### src/rtl/spdif_transmitter.sv
// IEC 60958 consumer transmitter: 16-bit stereo frames, preambles, parity and biphase-mark coding.
// Define SPDIF_CSTAT_EN to send channel-status bits 2, 24 and 25 (copy permitted, 32 kHz).
module spdif_transmitter #(
    parameter int unsigned DIV     = 4,
    parameter int unsigned CS_BITS = 192
) (
    input  logic        mclk,
    input  logic        rst,
    input  logic [31:0] data,
    output logic        drq,
    output logic        spdif_out,
    output logic        block_start
);
    localparam int unsigned DivW = (DIV > 1) ? $clog2(DIV) : 1;
    localparam int unsigned FrW  = (CS_BITS > 1) ? $clog2(CS_BITS) : 1;

    logic [DivW-1:0] r_div_cnt;
    logic [5:0]      r_cell;
    logic            r_side;
    logic [FrW-1:0]  r_frame;
    logic [31:0]     r_buf;
    logic            r_drq;
    logic            r_line;
    logic            r_pinv;
    logic            r_par;
    logic            r_block_start;

    logic        w_cell_en;
    logic        w_latch;
    logic [4:0]  w_slot;
    logic [3:0]  w_aidx;
    logic [15:0] w_sample;
    logic        w_cbit;
    logic        w_bit;
    logic [7:0]  w_pre;
    logic        w_pinv;
    logic        w_line_d;

    assign w_cell_en = (r_div_cnt == DivW'(DIV - 1));
    assign w_latch   = w_cell_en && (r_cell == 6'd0) && !r_side;
    assign w_slot    = r_cell[5:1];
    assign w_aidx    = 4'(w_slot - 5'd12);
    assign w_sample  = r_side ? r_buf[15:0] : r_buf[31:16];

`ifdef SPDIF_CSTAT_EN
    assign w_cbit = (r_frame == FrW'(2)) || (r_frame == FrW'(24)) || (r_frame == FrW'(25));
`else
    assign w_cbit = 1'b0;
`endif

    always_comb begin
        w_bit = 1'b0;
        if (w_slot >= 5'd12 && w_slot <= 5'd27) begin
            w_bit = w_sample[w_aidx];
        end else if (w_slot == 5'd30) begin
            w_bit = w_cbit;
        end else if (w_slot == 5'd31) begin
            w_bit = r_par;
        end
    end

    always_comb begin
        if (r_side) begin
            w_pre = 8'b11100100;
        end else if (r_frame == '0) begin
            w_pre = 8'b11101000;
        end else begin
            w_pre = 8'b11100010;
        end
    end

    // Preamble polarity is frozen at cell 0 from the level the previous subframe ended on.
    assign w_pinv = (r_cell == 6'd0) ? r_line : r_pinv;

    always_comb begin
        if (w_slot < 5'd4) begin
            w_line_d = w_pre[~r_cell[2:0]] ^ w_pinv;
        end else if (!r_cell[0]) begin
            w_line_d = ~r_line;
        end else begin
            w_line_d = r_line ^ w_bit;
        end
    end

    always_ff @(posedge mclk) begin
        if (rst) begin
            r_div_cnt     <= '0;
            r_cell        <= '0;
            r_side        <= 1'b0;
            r_frame       <= '0;
            r_buf         <= '0;
            r_drq         <= 1'b0;
            r_line        <= 1'b0;
            r_pinv        <= 1'b0;
            r_par         <= 1'b0;
            r_block_start <= 1'b0;
        end else begin
            r_div_cnt <= w_cell_en ? '0 : r_div_cnt + DivW'(1);
            r_drq     <= w_latch;
            if (w_latch) begin
                r_buf <= data;
            end
            if (w_cell_en) begin
                r_line        <= w_line_d;
                r_block_start <= (r_frame == '0) && !r_side;
                if (r_cell == 6'd0) begin
                    r_pinv <= r_line;
                end
                // Parity folds in each bit once per slot; slot 4 restarts it.
                if (r_cell[0]) begin
                    if (w_slot == 5'd4) begin
                        r_par <= w_bit;
                    end else if (w_slot != 5'd31) begin
                        r_par <= r_par ^ w_bit;
                    end
                end
                r_cell <= r_cell + 6'd1;
                if (r_cell == 6'd63) begin
                    r_side <= ~r_side;
                    if (r_side) begin
                        r_frame <= (r_frame == FrW'(CS_BITS - 1)) ? '0 : r_frame + FrW'(1);
                    end
                end
            end
        end
    end

    assign drq         = r_drq;
    assign spdif_out   = r_line;
    assign block_start = r_block_start;

endmodule

### config.mk
export PLATFORM = sky130hd
export DESIGN_NAME = spdif_transmitter
export DESIGN_NICKNAME = d
export VERILOG_FILES = /design/src/rtl/spdif_transmitter.sv
export SDC_FILE = /design/constraint.sdc
export NUM_CORES = 1
export LEC_CHECK = 0
export ABC_AREA = 1
export CAP_MARGIN = 15
export CORE_AREA = 5 5 101 103
export CTS_CLUSTER_DIAMETER = 80
export DETAILED_ROUTE_END_ITERATION = 16
export DIE_AREA = 0 0 106 108
export GPL_TIMING_DRIVEN = 0
export PLACE_DENSITY_LB_ADDON = 0.25
export REMOVE_ABC_BUFFERS = 1
export SYNTH_ARGS = -nofsm -noshare
export SYNTH_HDL_FRONTEND = slang
export SYNTH_SLANG_ARGS = --single-unit
export TNS_END_PERCENT = 10
### constraint.sdc
create_clock -name mclk -period 5.9 [get_ports mclk]
set_clock_uncertainty 0.15 [all_clocks]
set_input_delay 1.18 -clock mclk [delete_from_list [all_inputs] [get_ports mclk]]
set_output_delay 1.18 -clock mclk [all_outputs]
set_load 0.1 [all_outputs]
# After elaboration in Yosys (flattened, before gate mapping)
# Cells that the tools add are included.
[totals]
reg_bits = 54
input_bits = 34
elab_cells = 60
[classes]
add_sub_neg = 4
magnitude_cmp = 5
n_eq_ne = 7
mux = 16
n_bitwise = 6
reduce_logical = 12
[op_table]
columns = ["operator", "n"]
rows = [
  ["$mux W16", 1],
  ["$eq A5 B5 Y1 const B", 2],
  ["$mux W1", 10],
  ["$add A8 B1 Y8 const B", 1],
  ["$eq A8 B8 Y1 const B", 1],
  ["$logic_not A8 Y1", 1],
  ["$mux W4", 2],
  ["$mux W8", 1],
  ["$add A6 B1 Y6 const B", 1],
  ["$eq A6 B6 Y1 const B", 1],
  ["$logic_not A6 Y1", 1],
  ["$reduce_and A3 Y1", 2],
  ["$eq A5 B3 Y1 const B", 1],
  ["$ge A5 B4 Y1 const B", 1],
  ["$le A5 B5 Y1 const B", 1],
  ["$lt A4 B5 Y1 const B", 1],
  ["$lt A5 B3 Y1 const B", 1],
  ["$ne A5 B5 Y1 const B", 1],
  ["$bmux W1 S4", 1],
  ["$logic_and A1 B1 Y1", 4],
  ["$lt A3 B4 Y1 const B", 1],
  ["$sub A4 B4 Y4 const B", 1],
  ["$bmux W1 S3", 1],
  ["$not A3 Y3", 1],
  ["8 further kinds", 11],
]

# Depth between registers and ports, before layout
# Gate-level depths: netlist (run 1).
[depth]
depth_word = 7
mapped_depth = 15
ltp_nobuf = 14

# Worst setup path after synthesis (run 1)
# No wires, ideal clock.
[synth_path]
kind = "register -> output"
start = "register r_line (netlist: spdif_out)"
end = "output port spdif_out"
t_arrival_ns = 0.967
t_required_ns = 4.570
setup_slack_ns = 3.603
stages_incl_launch_ff = 1
path_buffers = 0
cell_sequence = "dfxtp_1"
[synth_lines]
columns = ["element", "line_no", "source"]
rows = [
  ["start, declared", "23", "logic r_line;"],
  ["start signal, assigned", "104", "r_line <= w_line_d;"],
  ["end, declared", "11", "output logic spdif_out,"],
]
# No word-level cell between the ends.

# Final worst setup path (run 1)
[layout_path]
start = "register r_line (netlist: spdif_out)"
end = "output port spdif_out"
# No word-level cell between the ends.

==> results.txt, run 1 <==
Worst setup SP type - register
First DRT Iteration DRCs - 93
Async set-reset flop share out of synthesis - 0%
EDFF count, synth - 0
Peak supply drop - 0.09006 mV
Area grow syn2layout - 20.41%
IO Count - 37
Die Wd - 106 um
Residual DRC - 0
Placer congestion estimate - 0.8143
Syn Std Cell Area - 2691 sq um
CTS Buf Count - 5
Fmax - 311.0 MHz
Gr ovfl total - 0
DPL Wire Length - 4.329 mm
Total chip power - 0.6870 mW
# fillers - 1010
Wirelength per Cell - 11.45 um
Drt first pass iters - 4
Vias per cell - 4.566
CP delay by family, top - buffers and inverters
Synth Register Bits - 54
Hold WS - 0.2714 ns
Ys flop type - dfxtp_1
Resized Gates After CTS - 0
Status - finished clean
Die area - 11450 sq um
Multi-input gate area - 1330 sq um
Crit path buffers/inverters - 1
Num rows - 35
FF/Latch Area - 1081 sq um
Final Util - 35.58%
Most common cell after layout, fill and taps aside - nand2_1
Max incr delay on CP - 1.17 ns
Worst slew margin - 34.50%
RSZ-0062 raised after global routing - false
Mean post-synth cell area - 6.901 sq um
Share of post-route cells with drive strength above 1 - 5.463%
Most frequent cells in the layout - nand2_1, dfxtp_1, inv_1, nor2_1, o21ai_0
Buffer count from post-CTS setup fixing - 0
Crit end category - output pin
CTS tree - yes
Fin nets - 463
CTS Hold Bufs - 0
CP Class - reg2out
Clock sinks - 54
Setup tns final - 0 ns
Skew-Pair Late Insertion Delay - 0.30 ns
DR vias - 2429
Leakage Power - 1.308 nW
Max FO, Critical Path - 5
Initial Util - 29.55%
Synthesized instance count - 390
Max_cap viols - 0
Antenna Nets Post-Route - 0
Final hold violations - 0
Final critical-path required period - 3.216 ns
H-tree levels - 2
Slowest stage cell, crit path - clkdlybuf4s50_1
Clk slew on worst S/H paths - 0.10 ns
Initial antenna violation count - 0
CP cell instances - clkdlybuf4s50_1
Largest net degree at the start of global routing - 49
Final setup vio count - 0
Period utilization - 54.50%
CTS root buffer - clkbuf_8
Global-route wire length before repair - 10.72 mm
Die Height - 108 um
Final Max Tran Viols - 0
Worst Tran Pin Value - 0.9794 ns
Distinct cells, synth - 32
Yosys warns - 0
Port bufs - 36
Critical Path AT - 1.89 ns
Clk buf depth - 2
Register area share after synthesis - 40.17%
Vias in the first global route - 2426
WP data required - 4.57 ns
Total GRT Usage - 11.35%
Hold crit path type - reg2reg
PwrDens - 212.0 nW/um^2
CORE AREA - 9109 sq um
Antenna fix cells - 0
Post-Route WL - 6.089 mm
==> routing by layer <==
layer / GRT usage (%) / vias up / share of wire, %
met3: 2.328 / 6 / 3.4
met4: 3.608 / 0 / 1.4
met2: 19.35 / 32 / 46
li1: - / 1315 / -
met5: 0 / - / 0
met1: 14.43 / 1076 / 49
==> layout make-up <==
cell class              instances  area share (%)
inverters                      55           6.371
multi-input cells             267           41.04
well taps                     111           4.286
repair buffers                 38           12.59
flip-flops and latches         54           33.36
clock buffers                   7           2.355
==> registers in the layout, indices dropped and copies added, names as in the netlist <==
| name | cells |
|---|---|
| r_buf | 32 |
| spdif_out | 1 |
| r_frame | 8 |
| r_par | 1 |
| drq | 1 |
| r_div_cnt | 2 |
| r_cell | 6 |
| r_side | 1 |
| block_start | 1 |
| r_pinv | 1 |
==> Yosys cell counts, types with 6 or more instances <==
cell      instances  area share (%)
clkbuf_1          6            0.84
ha_1              8             3.7
inv_1            52             7.3
a21oi_1          34             6.3
nor3_1           10             1.9
nor2_1           44             6.1
nand3_1          25             4.6
dfxtp_1          54              40
nand2_1          82              11
o21ai_0          39             7.3
==> per-stage QoR <==
step	setup slack, ns	instances	instance area (sq um)
finish	2.684	532	3241
global route	2.632	532	3241
CTS	2.671	531	3213
detailed placement	2.521	524	3137
global placement	2.288	523	3112
floorplan	3.352	376	2613
==> kinds of logic (layout without fill, tap and decap cells) <==
| logic type | count (synthesis) | after routing | share of synthesized area, % |
|---|---|---|---|
| simple gates | 178 | 178 | 29.61 |
| buf+inv | 69 | 100 | 10.60 |
| compound gates | 80 | 80 | 15.57 |
| flops | 54 | 54 | 40.17 |
| fa+ha+maj | 8 | 8 | 3.719 |
| xor+xnor | 1 | 1 | 0.3255 |
==> where the power goes <==
| part | leakage (nW) | switching [mW] | internal [mW] |
|---|---|---|---|
| combinational | 0.832 | 0.0529 | 0.0442 |
| sequential | 0.438 | 0.00844 | 0.383 |
| clock | 0.0383 | 0.116 | 0.0822 |
| total | 1.31 | 0.177 | 0.510 |
==> final timing paths <==
kind,cells after the start,slack [ns],start,end
max,1,2.68,spdif_out$_SDFFE_PP0P_,spdif_out
min reg2reg,1,0.27,r_div_cnt[0]$_SDFF_PP0_,r_div_cnt[0]$_SDFF_PP0_
min,1,0.27,r_div_cnt[0]$_SDFF_PP0_,r_div_cnt[0]$_SDFF_PP0_
max reg2reg,13,3.54,r_side$_SDFFE_PP0P_,r_par$_SDFFE_PP0P_
Power figures use the tool's default switching activity.
==> run 2: changes to the inputs <==
- clock period: 5.9 -> 3.1 ns (I/O delays scaled with it)
==> results of run 2 <==
Same layout as run 1 (identical final DEF). Status: finished clean.
Among the figures that moved: setup slack after placement 2.521 ns -> 0.2806 ns; setup slack after layout 2.684 ns -> 0.4444 ns; register-to-register setup slack 3.54 ns -> 0.74 ns; total power 0.6870 mW -> 1.308 mW; worst IR drop on VDD 0.09006 mV -> 0.1714 mV
==> run 3: changes to the inputs <==
- CTS_BUF_LIST: default -> sky130_fd_sc_hd__clkbuf_8
- REMOVE_ABC_BUFFERS: 1 -> default
==> run 3 against run 2 <==
Effect of this change:
- sequential power about the same
- sequential cell count unchanged
- via count increased by 5.4%
- critical path depth stayed put
- global-route usage rose by 1.4 points
- fmax is 0.65% higher
- clock power is 11% higher
- routed wire length increased by 16%
- combinational power grew 4%
- die area unchanged
- critical path type unchanged
- largest power group unchanged
- highest routed layer unchanged
==> results.txt, run 3 (same netlist as run 1, synthesis figures left out) <==
First DRT Iteration DRCs - 153
Port bufs - 36
Sw Ratio - 26.77%
PwrDens - 413.5 nW/um^2
Reg power frac - 55.0%
Hold WS - 0.2847 ns
WP data required - 2.33 ns
Crit path buffers/inverters - 1
Placed Instances - 537
DR vias - 2559
Initial Util - 29.55%
Total GRT Usage - 12.78%
CORE AREA - 9109 sq um
Worst slew margin - 34.60%
Biggest register - r_buf
Post-Route WL - 7.033 mm
Clk pwr share - 30.9%
Die area - 11450 sq um
Max_cap viols - 0
Internal power - 0.9949 mW
Fin nets - 475
CP cell instances - clkdlybuf4s50_1
Worst setup SP type - register
Final setup vio count - 0
Num rows - 35
Placer congestion estimate - 0.8233
Final critical-path required period - 2.638 ns
Hold crit path type - reg2reg
Area grow syn2layout - 22.08%
Final Max Tran Viols - 0
Antenna fix cells - 0
Critical Path AT - 1.87 ns
CTS Hold Bufs - 0
CP delay by family, top - buffers and inverters
Resized Gates After CTS - 0
DPL Wire Length - 5.243 mm
Clock sinks - 54
Top Registers - r_buf x32, r_frame x8, r_cell x6
Fmax - 379.0 MHz
Most common cell after layout, fill and taps aside - nand2_1
Drt first pass iters - 4
Leakage Power - 1.340 nW
Global-route wire length before repair - 11.94 mm
IO Count - 37
CTS root buffer - clkbuf_8
Status - finished clean
Wirelength per Cell - 12.90 um
Post-Layout Cell Count - 545
Setup tns final - 0 ns
Crit end category - output pin
Number of flip-flops under the largest register name - 32
Synth Net Count - 432
Most frequent cells in the layout - nand2_1, dfxtp_1, inv_1, nor2_1, o21ai_0
Final Util - 36.07%
Gr ovfl total - 0
Largest net degree at the start of global routing - 17
Antenna Nets Post-Route - 0
Skew-Pair Late Insertion Delay - 0.31 ns
RSZ-0062 raised after global routing - false
Die Height - 108 um
Vias per cell - 4.695
H-tree levels - 2
Final hold violations - 0
CTS Buf Count - 5
Share of post-route cells with drive strength above 1 - 6.682%
Total chip power - 1.359 mW
Max FO, Critical Path - 5
Max incr delay on CP - 1.17 ns
Die Wd - 106 um
Peak supply drop - 0.1628 mV
Switching pwr - 0.3636 mW
Period utilization - 85.11%
CTS tree - yes
Slowest stage cell, crit path - clkdlybuf4s50_1
Buffer count from post-CTS setup fixing - 0
Initial antenna violation count - 0
Residual DRC - 0
CP Class - reg2out
Vias in the first global route - 2521
Worst Tran Pin Value - 0.9780 ns
Comb pwr share - 14.1%
Clk slew on worst S/H paths - 0.10 ns
Clk buf depth - 2
## run 3: cell count changes in the layout (fill, tap and decap cells not counted), sizes merged
cell,delta
inv,+2
buf,+6
clkbuf,+5
## run 3: final timing paths
kind                            slack (ns)               startpoint  cells past startpoint                      end
worst max-delay path                  0.46   spdif_out$_SDFFE_PP0P_                      1                spdif_out
worst min-delay path                  0.28  r_div_cnt[0]$_SDFF_PP0_                      1  r_div_cnt[0]$_SDFF_PP0_
worst max register to register        0.80   r_cell[1]$_SDFFE_PP0P_                      8   r_buf[19]$_SDFFE_PP0P_
worst min register to register        0.28  r_div_cnt[0]$_SDFF_PP0_                      1  r_div_cnt[0]$_SDFF_PP0_
## run 3: layer usage
layer | up-vias | global-route usage, % | part of all wire, %
li1 | 1339 | - | -
met1 | 1170 | 16.68 | 49
met2 | 43 | 21.81 | 47
met3 | 7 | 2.090 | 3.2
met4 | 0 | 3.793 | 0.78
met5 | - | 0 | 0
## run 3: through the flow
stage                     instance area, sq um  worst slack, ns
after CTS                                 3286           0.4436
after global placement                    3191           0.6075
after floorplan                           2691            1.178
after global routing                      3286           0.4052
after detailed placement                  3191           0.5531
final                                     3286           0.4616
## run 3: final cells by class
type / count / area, sq um
plain buffers: 14 / 78.83
clock buffers: 6 / 82.58
clock inverters: 2 / 12.51
fillers: 1000 / 5823
inverters: 55 / 206.4
multi-input cells: 267 / 1325
flip-flops and latches: 54 / 1081
well taps: 111 / 138.9
repair buffers: 36 / 360.3
## run 3: power by group through the flow
stage / Clock (mW) / Combinational [mW] / Sequential, mW
floorplan: 0 / 0.0978 / 0.775
global placement: 0 / 0.190 / 0.762
detailed placement: 0 / 0.193 / 0.763
CTS: 0.434 / 0.194 / 0.747
global route: 0.456 / 0.217 / 0.751
finish: 0.420 / 0.192 / 0.747
